## config.mk

```make
export PLATFORM = sky130hd
export DESIGN_NAME = xalu_ise_arb
export DESIGN_NICKNAME = d
export VERILOG_FILES = /design/src/rtl/xalu_ise_arb.sv
export SDC_FILE = /design/constraint.sdc
export NUM_CORES = 1
export LEC_CHECK = 0
export BUFFER_PORTS_ARGS = -buffer_cell sky130_fd_sc_hd__buf_2
export CAP_MARGIN = 20
export CORE_AREA = 2 2 145 147
export CTS_BUF_LIST = sky130_fd_sc_hd__clkbuf_16
export CTS_CLUSTER_DIAMETER = 200
export DETAILED_ROUTE_END_ITERATION = 7
export DIE_AREA = 0 0 147 149
export SLEW_MARGIN = 0
export SYNTH_ARGS = -nofsm -noshare
export SYNTH_HDL_FRONTEND = slang
export SYNTH_SLANG_ARGS = --single-unit
```

## constraint.sdc

```tcl
create_clock -name ise_clk -period 2.71 [get_ports ise_clk]
set_clock_uncertainty 0.2 [all_clocks]
set_input_delay 0.271 -clock ise_clk [delete_from_list [all_inputs] [get_ports ise_clk]]
set_output_delay 0.271 -clock ise_clk [all_outputs]
set_load 0.05 [all_outputs]
```

## src/rtl/xalu_ise_arb.sv

```systemverilog
// Two-requester arbiter and response buffer in front of one shared xalu_ise datapath.
// Grants one op per cycle and captures the result into a per-requester slot.
module xalu_ise_arb #(
    parameter int PRIO_MODE = 0,
    parameter int CNT_W     = 16
) (
    input  logic             ise_clk,
    input  logic             ise_rst,
    input  logic             req0_val,
    output logic             req0_rdy,
    input  logic             req0_lock,
    input  logic [5:0]       req0_fn,
    input  logic [6:0]       req0_imm,
    input  logic [31:0]      req0_in1,
    input  logic [31:0]      req0_in2,
    input  logic             req1_val,
    output logic             req1_rdy,
    input  logic             req1_lock,
    input  logic [5:0]       req1_fn,
    input  logic [6:0]       req1_imm,
    input  logic [31:0]      req1_in1,
    input  logic [31:0]      req1_in2,
    output logic             rsp0_val,
    input  logic             rsp0_rdy,
    output logic [31:0]      rsp0_out,
    output logic             rsp0_err,
    output logic             rsp1_val,
    input  logic             rsp1_rdy,
    output logic [31:0]      rsp1_out,
    output logic             rsp1_err,
    output logic [CNT_W-1:0] cnt0,
    output logic [CNT_W-1:0] cnt1,
    output logic [5:0]       alu_fn,
    output logic [6:0]       alu_imm,
    output logic [31:0]      alu_in1,
    output logic [31:0]      alu_in2,
    output logic             alu_val,
    input  logic             alu_oval,
    input  logic [31:0]      alu_out
);

    localparam logic [CNT_W-1:0] CNT_ONE = {{(CNT_W-1){1'b0}}, 1'b1};

    logic        elig0;
    logic        elig1;
    logic        gnt0;
    logic        gnt1;
    logic        rr_gnt;
    logic        rr_ptr;
    logic        lock_vld;
    logic        lock_id;
    logic        lock_vld_n;
    logic        lock_id_n;
    logic [31:0] cap_out;

    // A full slot being drained this cycle can take a new op.
    assign elig0 = req0_val && (!rsp0_val || rsp0_rdy);
    assign elig1 = req1_val && (!rsp1_val || rsp1_rdy);

    always_comb begin
        gnt0   = 1'b0;
        gnt1   = 1'b0;
        rr_gnt = 1'b0;
        if (lock_vld && !lock_id && elig0) begin
            gnt0 = 1'b1;
        end else if (lock_vld && lock_id && elig1) begin
            gnt1 = 1'b1;
        end else if (PRIO_MODE == 1) begin
            gnt0 = elig0;
            gnt1 = !elig0 && elig1;
        end else if (elig0 && elig1) begin
            rr_gnt = 1'b1;
            gnt0   = !rr_ptr;
            gnt1   = rr_ptr;
        end else begin
            rr_gnt = elig0 || elig1;
            gnt0   = elig0;
            gnt1   = elig1;
        end
        if (!ise_rst) begin
            gnt0   = 1'b0;
            gnt1   = 1'b0;
            rr_gnt = 1'b0;
        end
    end

    assign req0_rdy = gnt0;
    assign req1_rdy = gnt1;
    assign alu_val  = gnt0 || gnt1;

    always_comb begin
        alu_fn  = '0;
        alu_imm = '0;
        alu_in1 = '0;
        alu_in2 = '0;
        if (gnt0) begin
            alu_fn  = req0_fn;
            alu_imm = req0_imm;
            alu_in1 = req0_in1;
            alu_in2 = req0_in2;
        end else if (gnt1) begin
            alu_fn  = req1_fn;
            alu_imm = req1_imm;
            alu_in1 = req1_in1;
            alu_in2 = req1_in2;
        end
    end

    // Owner keeps the lock while it still requests, even when its slot is full.
    always_comb begin
        lock_id_n  = lock_id;
        lock_vld_n = lock_vld && (lock_id ? req1_val : req0_val);
        if (gnt0) begin
            if (req0_lock) begin
                lock_vld_n = 1'b1;
                lock_id_n  = 1'b0;
            end else if (!lock_id) begin
                lock_vld_n = 1'b0;
            end
        end else if (gnt1) begin
            if (req1_lock) begin
                lock_vld_n = 1'b1;
                lock_id_n  = 1'b1;
            end else if (lock_id) begin
                lock_vld_n = 1'b0;
            end
        end
    end

    assign cap_out = alu_oval ? alu_out : 32'h0;

    always_ff @(posedge ise_clk or negedge ise_rst) begin
        if (!ise_rst) begin
            rr_ptr   <= 1'b0;
            lock_vld <= 1'b0;
            lock_id  <= 1'b0;
            rsp0_val <= 1'b0;
            rsp0_out <= '0;
            rsp0_err <= 1'b0;
            rsp1_val <= 1'b0;
            rsp1_out <= '0;
            rsp1_err <= 1'b0;
            cnt0     <= '0;
            cnt1     <= '0;
        end else begin
            lock_vld <= lock_vld_n;
            lock_id  <= lock_id_n;
            if (PRIO_MODE == 0 && rr_gnt) begin
                rr_ptr <= gnt0;
            end
            if (gnt0) begin
                rsp0_val <= 1'b1;
                rsp0_out <= cap_out;
                rsp0_err <= !alu_oval;
                cnt0     <= cnt0 + CNT_ONE;
            end else if (rsp0_val && rsp0_rdy) begin
                rsp0_val <= 1'b0;
            end
            if (gnt1) begin
                rsp1_val <= 1'b1;
                rsp1_out <= cap_out;
                rsp1_err <= !alu_oval;
                cnt1     <= cnt1 + CNT_ONE;
            end else if (rsp1_val && rsp1_rdy) begin
                rsp1_val <= 1'b0;
            end
        end
    end

endmodule

```

==> results of run 1 <==
worst max-delay path, cell delays in order:
cell           delay [ns]
dlygate4sd3_1        0.54
buf_4                0.16
nand3_1              0.11
or2_4                0.30
inv_8                0.16
clkbuf_16            0.22
a22o_1               0.14
buf_2                0.25
power by group:
group / internal [W] / switching, W
Combinational: 0.00121 / 0.00292
Clock: 0.000645 / 0.000632
Sequential: 0.00196 / 0.000312
final cells by class:
type / instances / area share [%]
clock buffer: 9 / 2.75
inverter: 6 / 0.397
multi-input combinational: 305 / 31.8
clock inverter: 7 / 0.778
sequential: 103 / 31.5
tap: 275 / 4.20
timing repair buffer: 403 / 28.6
layer usage:
metal / up-vias / wire length, µm
li1: 2445 / -
met1: 2568 / 8680
met2: 261 / 8810
met3: 28 / 2240
met4: 4 / 310
met5: - / 21
registers in the layout (all words and copies together) (netlist names):
register  cells
rsp1_out     32
rsp0_out     32
lock_vld      1
lock_id       1
cnt0         16
rsp1_err      1
rsp0_val      1
rr_ptr        1
cnt1         16
rsp0_err      1
rsp1_val      1
cell families (layout without fill, tap and decap cells):
logic type / after synthesis / after routing / share of synthesized area (%)
compound gates: 94 / 94 / 15.2
xor+xnor: 30 / 30 / 4.92
fa+ha+maj: 2 / 2 / 0.468
buf+inv: 39 / 425 / 3.77
flops: 103 / 103 / 48.3
mux: 66 / 66 / 14.8
simple gates: 113 / 113 / 12.6
Yosys cell counts (all sizes together):
master | number | area, µm²
a211o | 1 | 8.76
a211oi | 2 | 27.5
a21o | 1 | 7.51
a22o | 77 | 674
a31oi | 2 | 12.5
and2 | 33 | 206
and3 | 4 | 25.0
and4 | 4 | 35.0
buf | 25 | 149
clkbuf | 8 | 30.0
dfrtp | 103 | 2580
ha | 2 | 25.0
inv | 6 | 22.5
mux2 | 66 | 788
nand2 | 16 | 62.6
nand2b | 4 | 25.0
nand3 | 13 | 65.1
nand4 | 7 | 43.8
nand4b | 1 | 8.76
nor2b | 2 | 12.5
nor3 | 4 | 20.0
nor3b | 2 | 15.0
nor4 | 18 | 113
nor4b | 2 | 17.5
o2111ai | 1 | 8.76
o21ai | 5 | 25.0
o311a | 1 | 10.0
o311ai | 1 | 16.3
o31a | 1 | 8.76
o31ai | 2 | 15.0
or2 | 2 | 12.5
or4b | 1 | 10.0
xnor2 | 5 | 43.8
xor2 | 25 | 219
through the flow:
stage          setup WS [ns]  hold WS (ns)  utilization (%)  instance area (µm²)
3_3_place_gp           0.351        -0.121             37.0                 7610
5_1_grt              -0.0130        0.0577             39.9                 8200
6_report              0.0734        0.0520             39.9                 8200
4_1_cts              0.00537        0.0282             38.7                 7960
2_1_floorplan         0.0821        -0.225                -                 5360
3_5_place_dp           0.330        -0.120             37.0                 7610
worst max path at each step:
stage | startpoint | end | slack (ns) | cells past startpoint
2_1_floorplan | rsp0_val$_DFFE_PN0P_ | alu_fn[0] | 0.08 | 7
3_3_place_gp | rsp0_rdy | rsp1_out[16]$_DFFE_PN0N_ | 0.35 | 8
3_5_place_dp | lock_id$_DFFE_PN0P_ | alu_imm[4] | 0.33 | 7
4_1_cts | lock_id$_DFFE_PN0P_ | alu_in1[17] | 0.005 | 7
5_1_grt | ise_rst | alu_in2[7] | -0.01 | 8
6_report | ise_rst | alu_in2[6] | 0.07 | 8
timing repair:
item,in CTS,in global routing
cloned,0,4
endpoints found under the setup margin,35,61
hold endpoints to repair,32,0
hold buffers,3,0
resized for setup,3,64
pin swaps,1,3
buffers inserted,1,3
==> impl_metrics.py, run 1 <==
metrics = {
    "status": {
        "status": "finished, final reports clean",
    },
    "sta": {
        "finalCritPeriodShare_pct": 97.3,
        "relSlewSlack_pct": 37.5,
        "fmax_mhz": 379,
        "totalNegativeSetupSlack_ns": 0,
        "worstMarginPinSlew_ns": 0.938,
        "setup_viol": 0,
        "finalCriticalPeriod_ns": 2.64,
        "finalHoldViolations": 0,
        "maxSlewViolCount": 0,
    },
    "floorplan": {
        "die_x_um": 147,
        "die_h_um": 149,
        "coreArea_mm2": 0.0206,
        "num_rows": 53,
        "dieArea_mm2": 0.0219,
        "io_pins": 375,
        "start_util_pct": 26.0,
    },
    "logic_synthesis": {
        "yosysWarningCount": 0,
        "avgSynthCellArea_um2": 11.9,
        "synth_cells": 447,
        "syn_nets": 644,
        "ys_ff_latch": 103,
        "synth.distinct_cells": 42,
        "synth_seq_area_share_pct": 48.3,
        "synthesis.area_mm2": 0.00534,
    },
    "pwr": {
        "leakagePower_nw": 4.43,
        "power_w": 0.00767,
        "p_per_area_mw_per_mm2": 936,
        "ir_worst_vdd_uv": 520,
    },
    "cts": {
        "root_buffer": "clkbuf_16",
        "cts.htree.levels": 3,
        "clock_sinks": 103,
        "clockBufferDepth": 2,
        "worst_skew_pair.late_latency_ns": 0.35,
        "numCtsBuffers": 9,
        "clkTransAtPathRegs_ns": 0.08,
        "cts_tree": "yes",
    },
    "route": {
        "wire_per_inst_um": 18.1,
        "ant_nets": 0,
        "routed_via_density": 4.79,
        "drc": 0,
        "drt_wl_total_mm": 20.1,
        "vias": 5306,
        "drt-initial-drc-count": 238,
        "first_pass_iters": 5,
    },
    "setup_path": {
        "rr_worst_depth": 7,
        "required_ns": 2.24,
        "worstSetupEndpointType": "output pin",
        "crit_fanout": 20,
        "arrival_ns": 2.17,
        "worstSetupPathType": "in -> out",
        "cp-start-kind": "primary input",
        "reg2reg_setup_slack_ns": 0.44,
        "timing.rr.start": "rsp0_val$_DFFE_PN0P_",
        "r2r-end": "rsp0_out[1]$_DFFE_PN0P_",
    },
    "place": {
        "routabilityCongestion": 0.836,
        "dp_cells": 1081,
        "port_buffers": 374,
        "hpwl_mm": 14.7,
    },
    "layout": {
        "final_cell_mix": "buf_2, dfrtp_1, a22o_1",
        "diodes": 0,
        "mostFrequentLayoutCell": "buf_2",
        "regArea_mm2": 0.00258,
        "drive_gt1_share_pct": 59.3,
        "nets": 1025,
        "layout.cells.non_filler": 1108,
        "nFillCells": 2053,
        "multi_input_area_mm2": 0.00261,
        "areaGrowthSynthToFinish_pct": 53.5,
    },
    "grt": {
        "grt_use_total_pct": 16.3,
        "overflow": 0,
        "grt_pass1_vias": 4801,
        "grtUsageMet3_pct": 6.76,
        "grt_util_met2_pct": 23.4,
        "grt_max_degree": 74,
        "antenna_found_initial": 3,
        "grt-busiest-layer": "met2",
        "use_met1_pct": 22.5,
        "grt_pass1_wl_mm": 27.8,
    },
    "min_path": {
        "hp-start": "req0_lock",
        "hold_class": "in -> reg",
        "hold_end": "lock_vld$_DFF_PN0_",
        "holdPathStages": 3,
    },
    "flow_run": {
        "maxCapViolCount": 0,
    },
}
(Power assumes the default switching activity.)
==> inputs of run 2 (changes only) <==
--- a/config.mk
+++ b/config.mk
@@ -7,11 +7,11 @@
 export LEC_CHECK = 0
 export BUFFER_PORTS_ARGS = -buffer_cell sky130_fd_sc_hd__buf_2
 export CAP_MARGIN = 20
-export CORE_AREA = 2 2 145 147
+export CORE_AREA = 2 2 146 148
 export CTS_BUF_LIST = sky130_fd_sc_hd__clkbuf_16
 export CTS_CLUSTER_DIAMETER = 200
 export DETAILED_ROUTE_END_ITERATION = 7
-export DIE_AREA = 0 0 147 149
+export DIE_AREA = 0 0 148 150
 export SLEW_MARGIN = 0
 export SYNTH_ARGS = -nofsm -noshare
 export SYNTH_HDL_FRONTEND = slang
==> constraint.sdc (replaced) <==
create_clock -name ise_clk -period 3.4 [get_ports ise_clk]
set_clock_uncertainty 0.2 [all_clocks]
set_input_delay 0.34 -clock ise_clk [delete_from_list [all_inputs] [get_ports ise_clk]]
set_output_delay 0.34 -clock ise_clk [all_outputs]
set_load 0.05 [all_outputs]
==> impl_metrics.py, run 2 (synthesis results as in run 1) <==
metrics = {
    "pwr": {
        "p_sw_w": 0.00301,
        "internal_power_w": 0.00290,
        "leakagePower_nw": 4.31,
        "swShare_pct": 50.9,
        "ir_worst_vdd_uv": 456,
        "p_per_area_mw_per_mm2": 756,
        "seqPwrFrac_pct": 30.4,
        "combPwrFrac_pct": 52.9,
        "clockPowerShare_pct": 16.6,
    },
    "setup_path": {
        "arrival_ns": 2.56,
        "crit_fanout": 25,
        "cpPeakStageDelay_ns": 0.36,
        "slowest_stage": "dfrtp_1",
        "required_ns": 2.86,
        "crit_family": "buffers and inverters",
        "worstSetupEndpointType": "output pin",
        "worstSetupPathType": "reg -> out",
        "cp-start-kind": "flip-flop",
        "crit_buf_inv": 3,
        "crit_path_cell_trace": "nor2b_1 > o311a_1 > nand2_2 > inv_4 > buf_4 > a22o_1 > buf_2",
    },
    "sta": {
        "fmax_mhz": 322,
        "grt_setup_unrepaired": "no",
        "relSlewSlack_pct": 40.5,
        "maxSlewViolCount": 0,
        "finalCritPeriodShare_pct": 91.3,
        "finalCriticalPeriod_ns": 3.10,
        "setup_viol": 0,
        "totalNegativeSetupSlack_ns": 0,
        "worstMarginPinSlew_ns": 0.892,
        "worst_hold_slack_ns": 0.0500,
        "finalHoldViolations": 0,
    },
    "cts": {
        "numCtsBuffers": 9,
        "clkTransAtPathRegs_ns": 0.08,
        "cts_tree": "yes",
        "cts.htree.levels": 3,
        "root_buffer": "clkbuf_16",
        "worst_skew_pair.late_latency_ns": 0.34,
        "clock_sinks": 103,
        "clockBufferDepth": 2,
    },
    "grt": {
        "overflow": 0,
        "grt_use_total_pct": 15.9,
        "grt_pass1_wl_mm": 27.3,
        "antenna_found_initial": 0,
        "grt_pass1_vias": 4803,
        "grt_max_degree": 69,
    },
    "layout": {
        "reg.largest.list": "rsp0_out: 32 flops, rsp1_out: 32 flops",
        "fin_util_pct": 37.8,
        "areaGrowthSynthToFinish_pct": 46.5,
        "final_cell_mix": "buf_2, dfrtp_1, a22o_1",
        "nets": 1009,
        "mostFrequentLayoutCell": "buf_2",
        "drive_gt1_share_pct": 56.4,
        "layout.cells.non_filler": 1093,
    },
    "floorplan": {
        "die_x_um": 148,
        "num_rows": 53,
        "coreArea_mm2": 0.0207,
        "io_pins": 375,
        "start_util_pct": 25.8,
        "dieArea_mm2": 0.0222,
        "die_h_um": 150,
    },
    "route": {
        "ant_nets": 0,
        "first_pass_iters": 4,
        "routed_via_density": 4.69,
        "wire_per_inst_um": 17.6,
        "drt_wl_total_mm": 19.2,
        "vias": 5131,
        "drt-initial-drc-count": 223,
        "drc": 0,
    },
    "place": {
        "routabilityCongestion": 0.809,
        "dp_cells": 1075,
        "port_buffers": 374,
        "hpwl_mm": 14.8,
    },
    "min_path": {
        "hold_class": "in -> reg",
    },
    "status": {
        "status": "finished, final reports clean",
    },
    "flow_run": {
        "maxCapViolCount": 0,
    },
}
run 2: final timing paths:
kind                                            from                  endpoint  slack [ns]  cells past startpoint
min in group asynchronous                    ise_rst        rr_ptr$_DFFE_PN0P_        0.15                      2
max in group asynchronous                    ise_rst  rsp1_out[24]$_DFFE_PN0N_        1.73                      3
worst min register to register  cnt0[15]$_DFFE_PN0P_      cnt0[15]$_DFFE_PN0P_        0.27                      1
worst max-delay path            rsp0_val$_DFFE_PN0P_               alu_in2[27]        0.30                      7
worst min-delay path                        req1_val        rr_ptr$_DFFE_PN0P_        0.05                      2
worst max register to register  rsp0_val$_DFFE_PN0P_   rsp1_out[2]$_DFFE_PN0N_        0.88                      6
run 2: power by group through the flow:
stage / Clock (W) / Combinational, W / Sequential [W]
2_1_floorplan: 0 / 0.00119 / 0.00292
3_3_place_gp: 0 / 0.00314 / 0.00182
3_5_place_dp: 0 / 0.00315 / 0.00182
4_1_cts: 0.00103 / 0.00316 / 0.00181
5_1_grt: 0.00108 / 0.00329 / 0.00186
6_report: 0.000983 / 0.00313 / 0.00180
run 2: cell type report:
type	instances	area [µm²]
Timing Repair Buffer	387	2040
Multi-Input combinational cell	305	2560
Clock buffer	9	225
Tap cell	275	344
Antenna cell	1	2.50
Fill cell	2072	12900
Inverter	6	27.5
Clock inverter	7	47.5
Sequential cell	103	2580
run 2: timing repair:
action	CTS	global route
hold buffers	1	0
hold endpoints to repair	35	0
setup buffers	0	0
gates resized for setup	0	0
run 2: stage by stage:
step                      setup slack (ns)  power, W  cell area (µm²)
after global routing                 0.102   0.00623             7820
after global placement               0.679   0.00496             7540
after floorplan                      0.446   0.00411             5340
after CTS                            0.277   0.00599             7820
after detailed placement             0.598   0.00497             7540
final                                0.297   0.00592             7830
run 2: metal layers:
layer | vias to the layer above | track usage [%] | share of wire [%]
met5 | - | 0 | 0
met4 | 0 | 3.57 | 0.97
met3 | 9 | 7.23 | 12
met2 | 241 | 22.5 | 43
met1 | 2464 | 22.0 | 44
li1 | 2417 | - | -
run 2: worst register-to-register path: cells and delay by family (launching register included):
family / cells / cell delay (ns)
buffers and inverters: 2 / 0.66
flip-flops: 1 / 0.36
AND/OR/NAND/NOR: 2 / 0.48
AO/OA/AOI/OAI: 1 / 0.33
multiplexers: 1 / 0.39
==> inputs of run 3 (changes only) <==
--- a/config.mk
+++ b/config.mk
@@ -9,9 +9,9 @@
 export CAP_MARGIN = 20
 export CORE_AREA = 2 2 146 148
 export CTS_BUF_LIST = sky130_fd_sc_hd__clkbuf_16
-export CTS_CLUSTER_DIAMETER = 200
 export DETAILED_ROUTE_END_ITERATION = 7
 export DIE_AREA = 0 0 148 150
+export RECOVER_POWER = 25
 export SLEW_MARGIN = 0
 export SYNTH_ARGS = -nofsm -noshare
 export SYNTH_HDL_FRONTEND = slang
==> impl_metrics.py, run 3 (synthesis results as in run 1) <==
metrics = {
    "sta": {
        "fmax_mhz": 321,
        "worst_hold_slack_ns": 0.0465,
        "finalHoldViolations": 0,
        "finalCriticalPeriod_ns": 3.12,
        "totalNegativeSetupSlack_ns": 0,
        "worstMarginPinSlew_ns": 0.895,
        "finalCritPeriodShare_pct": 91.7,
        "setup_viol": 0,
        "maxSlewViolCount": 0,
        "relSlewSlack_pct": 40.3,
        "grt_setup_unrepaired": "no",
    },
    "grt": {
        "grt_max_degree": 69,
        "grt_use_total_pct": 15.9,
        "overflow": 0,
        "grt_pass1_vias": 4803,
        "antenna_found_initial": 0,
        "grt_pass1_wl_mm": 27.3,
    },
    "status": {
        "status": "finished, final reports clean",
    },
    "floorplan": {
        "die_h_um": 150,
        "coreArea_mm2": 0.0207,
        "num_rows": 53,
        "start_util_pct": 25.8,
        "dieArea_mm2": 0.0222,
        "io_pins": 375,
        "die_x_um": 148,
    },
    "setup_path": {
        "worstSetupPathType": "reg -> out",
        "required_ns": 2.86,
        "worstSetupEndpointType": "output pin",
        "crit_fanout": 25,
        "cp-start-kind": "flip-flop",
        "arrival_ns": 2.58,
    },
    "layout": {
        "areaGrowthSynthToFinish_pct": 45.1,
        "final_cell_mix": "buf_2, dfrtp_1, a22o_1",
        "drive_gt1_share_pct": 49.0,
        "mostFrequentLayoutCell": "buf_2",
        "nets": 1009,
        "reg.largest.list": "rsp0_out: 32 flops, rsp1_out: 32 flops",
        "nFillCells": 2107,
    },
    "route": {
        "drt-initial-drc-count": 243,
        "routed_via_density": 4.71,
        "drc": 0,
        "first_pass_iters": 4,
        "ant_nets": 0,
        "vias": 5149,
        "drt_wl_total_mm": 19.1,
        "wire_per_inst_um": 17.5,
    },
    "flow_run": {
        "maxCapViolCount": 0,
    },
    "place": {
        "routabilityCongestion": 0.809,
        "hpwl_mm": 14.8,
        "port_buffers": 374,
    },
    "cts": {
        "clkTransAtPathRegs_ns": 0.08,
        "cts.htree.levels": 3,
        "clockBufferDepth": 2,
        "worst_skew_pair.late_latency_ns": 0.34,
        "numCtsBuffers": 9,
        "root_buffer": "clkbuf_16",
        "clock_sinks": 103,
        "cts_tree": "yes",
    },
    "pwr": {
        "leakagePower_nw": 4.09,
        "ir_worst_vdd_uv": 446,
        "power_w": 0.00585,
        "p_per_area_mw_per_mm2": 755,
    },
    "min_path": {
        "hold_class": "in -> reg",
    },
}
run 3: changes by cell type in the layout (fill, tap and decap cells not counted):
cell      previous run  this run
clkbuf_1             0        61
buf_2              372       311
run 3: per-layer routing:
layer	GRT usage [%]	routed length, µm	up-vias	share of wire, %
met4	3.57	187	0	0.98
met1	22.0	8380	2480	44
li1	-	-	2421	-
met3	7.23	2250	9	12
met2	22.5	8300	239	43
met5	0	0	-	0
run 3: final cells by class:
class	count	area [µm²]	area share [%]
Sequential cell	103	2580	33.3
Multi-Input combinational cell	305	2560	33.1
Timing Repair Buffer	387	1960	25.3
Tap cell	275	344	4.44
Clock buffer	9	225	2.91
Clock inverter	7	47.5	0.613
Inverter	6	27.5	0.355
Antenna cell	1	2.50	0.0323
run 3: final timing paths:
path | startpoint | to | slack, ns | cells after the start
min in group asynchronous | ise_rst | rr_ptr$_DFFE_PN0P_ | 0.15 | 2
max reg2reg | rsp0_val$_DFFE_PN0P_ | rsp1_out[2]$_DFFE_PN0N_ | 0.87 | 6
min | req1_val | rr_ptr$_DFFE_PN0P_ | 0.05 | 2
max in group asynchronous | ise_rst | rsp1_out[24]$_DFFE_PN0N_ | 1.73 | 3
max | rsp0_val$_DFFE_PN0P_ | alu_in2[27] | 0.28 | 7
min reg2reg | cnt0[15]$_DFFE_PN0P_ | cnt0[15]$_DFFE_PN0P_ | 0.27 | 1
run 3: worst max-delay path: stages, from the launching register on:
cell,delay (ns)
dfrtp_1,0.36
nor2b_1,0.33
o31a_1,0.32
nand2_2,0.16
inv_4,0.29
buf_4,0.32
a22o_1,0.17
buf_2,0.26
run 3: what timing repair did:
item	4_1_cts	5_1_grt
setup endpoints to repair	0	0
resized for setup	0	0
buffers inserted	0	0
endpoints found under the hold margin	35	0
hold buffers	1	0
run 3: stage by stage:
stage          util [%]  area (µm²)  cells  setup slack (ns)
2_1_floorplan         -        5340    447             0.446
3_3_place_gp       36.4        7540   1075             0.679
6_report           37.5        7750   1093             0.282
4_1_cts            37.8        7820   1092             0.277
3_5_place_dp       36.4        7540   1075             0.598
5_1_grt            37.4        7750   1092            0.0997
run 3: where the power goes:
| group | total, W | leakage, nW | internal, W | switching (W) |
|---|---|---|---|---|
| combinational | 0.00306 | 2.63 | 0.000781 | 0.00228 |
| sequential | 0.00181 | 1.33 | 0.00156 | 0.000249 |
| clock | 0.000982 | 0.129 | 0.000499 | 0.000483 |
| total | 0.00585 | 4.09 | 0.00284 | 0.00301 |
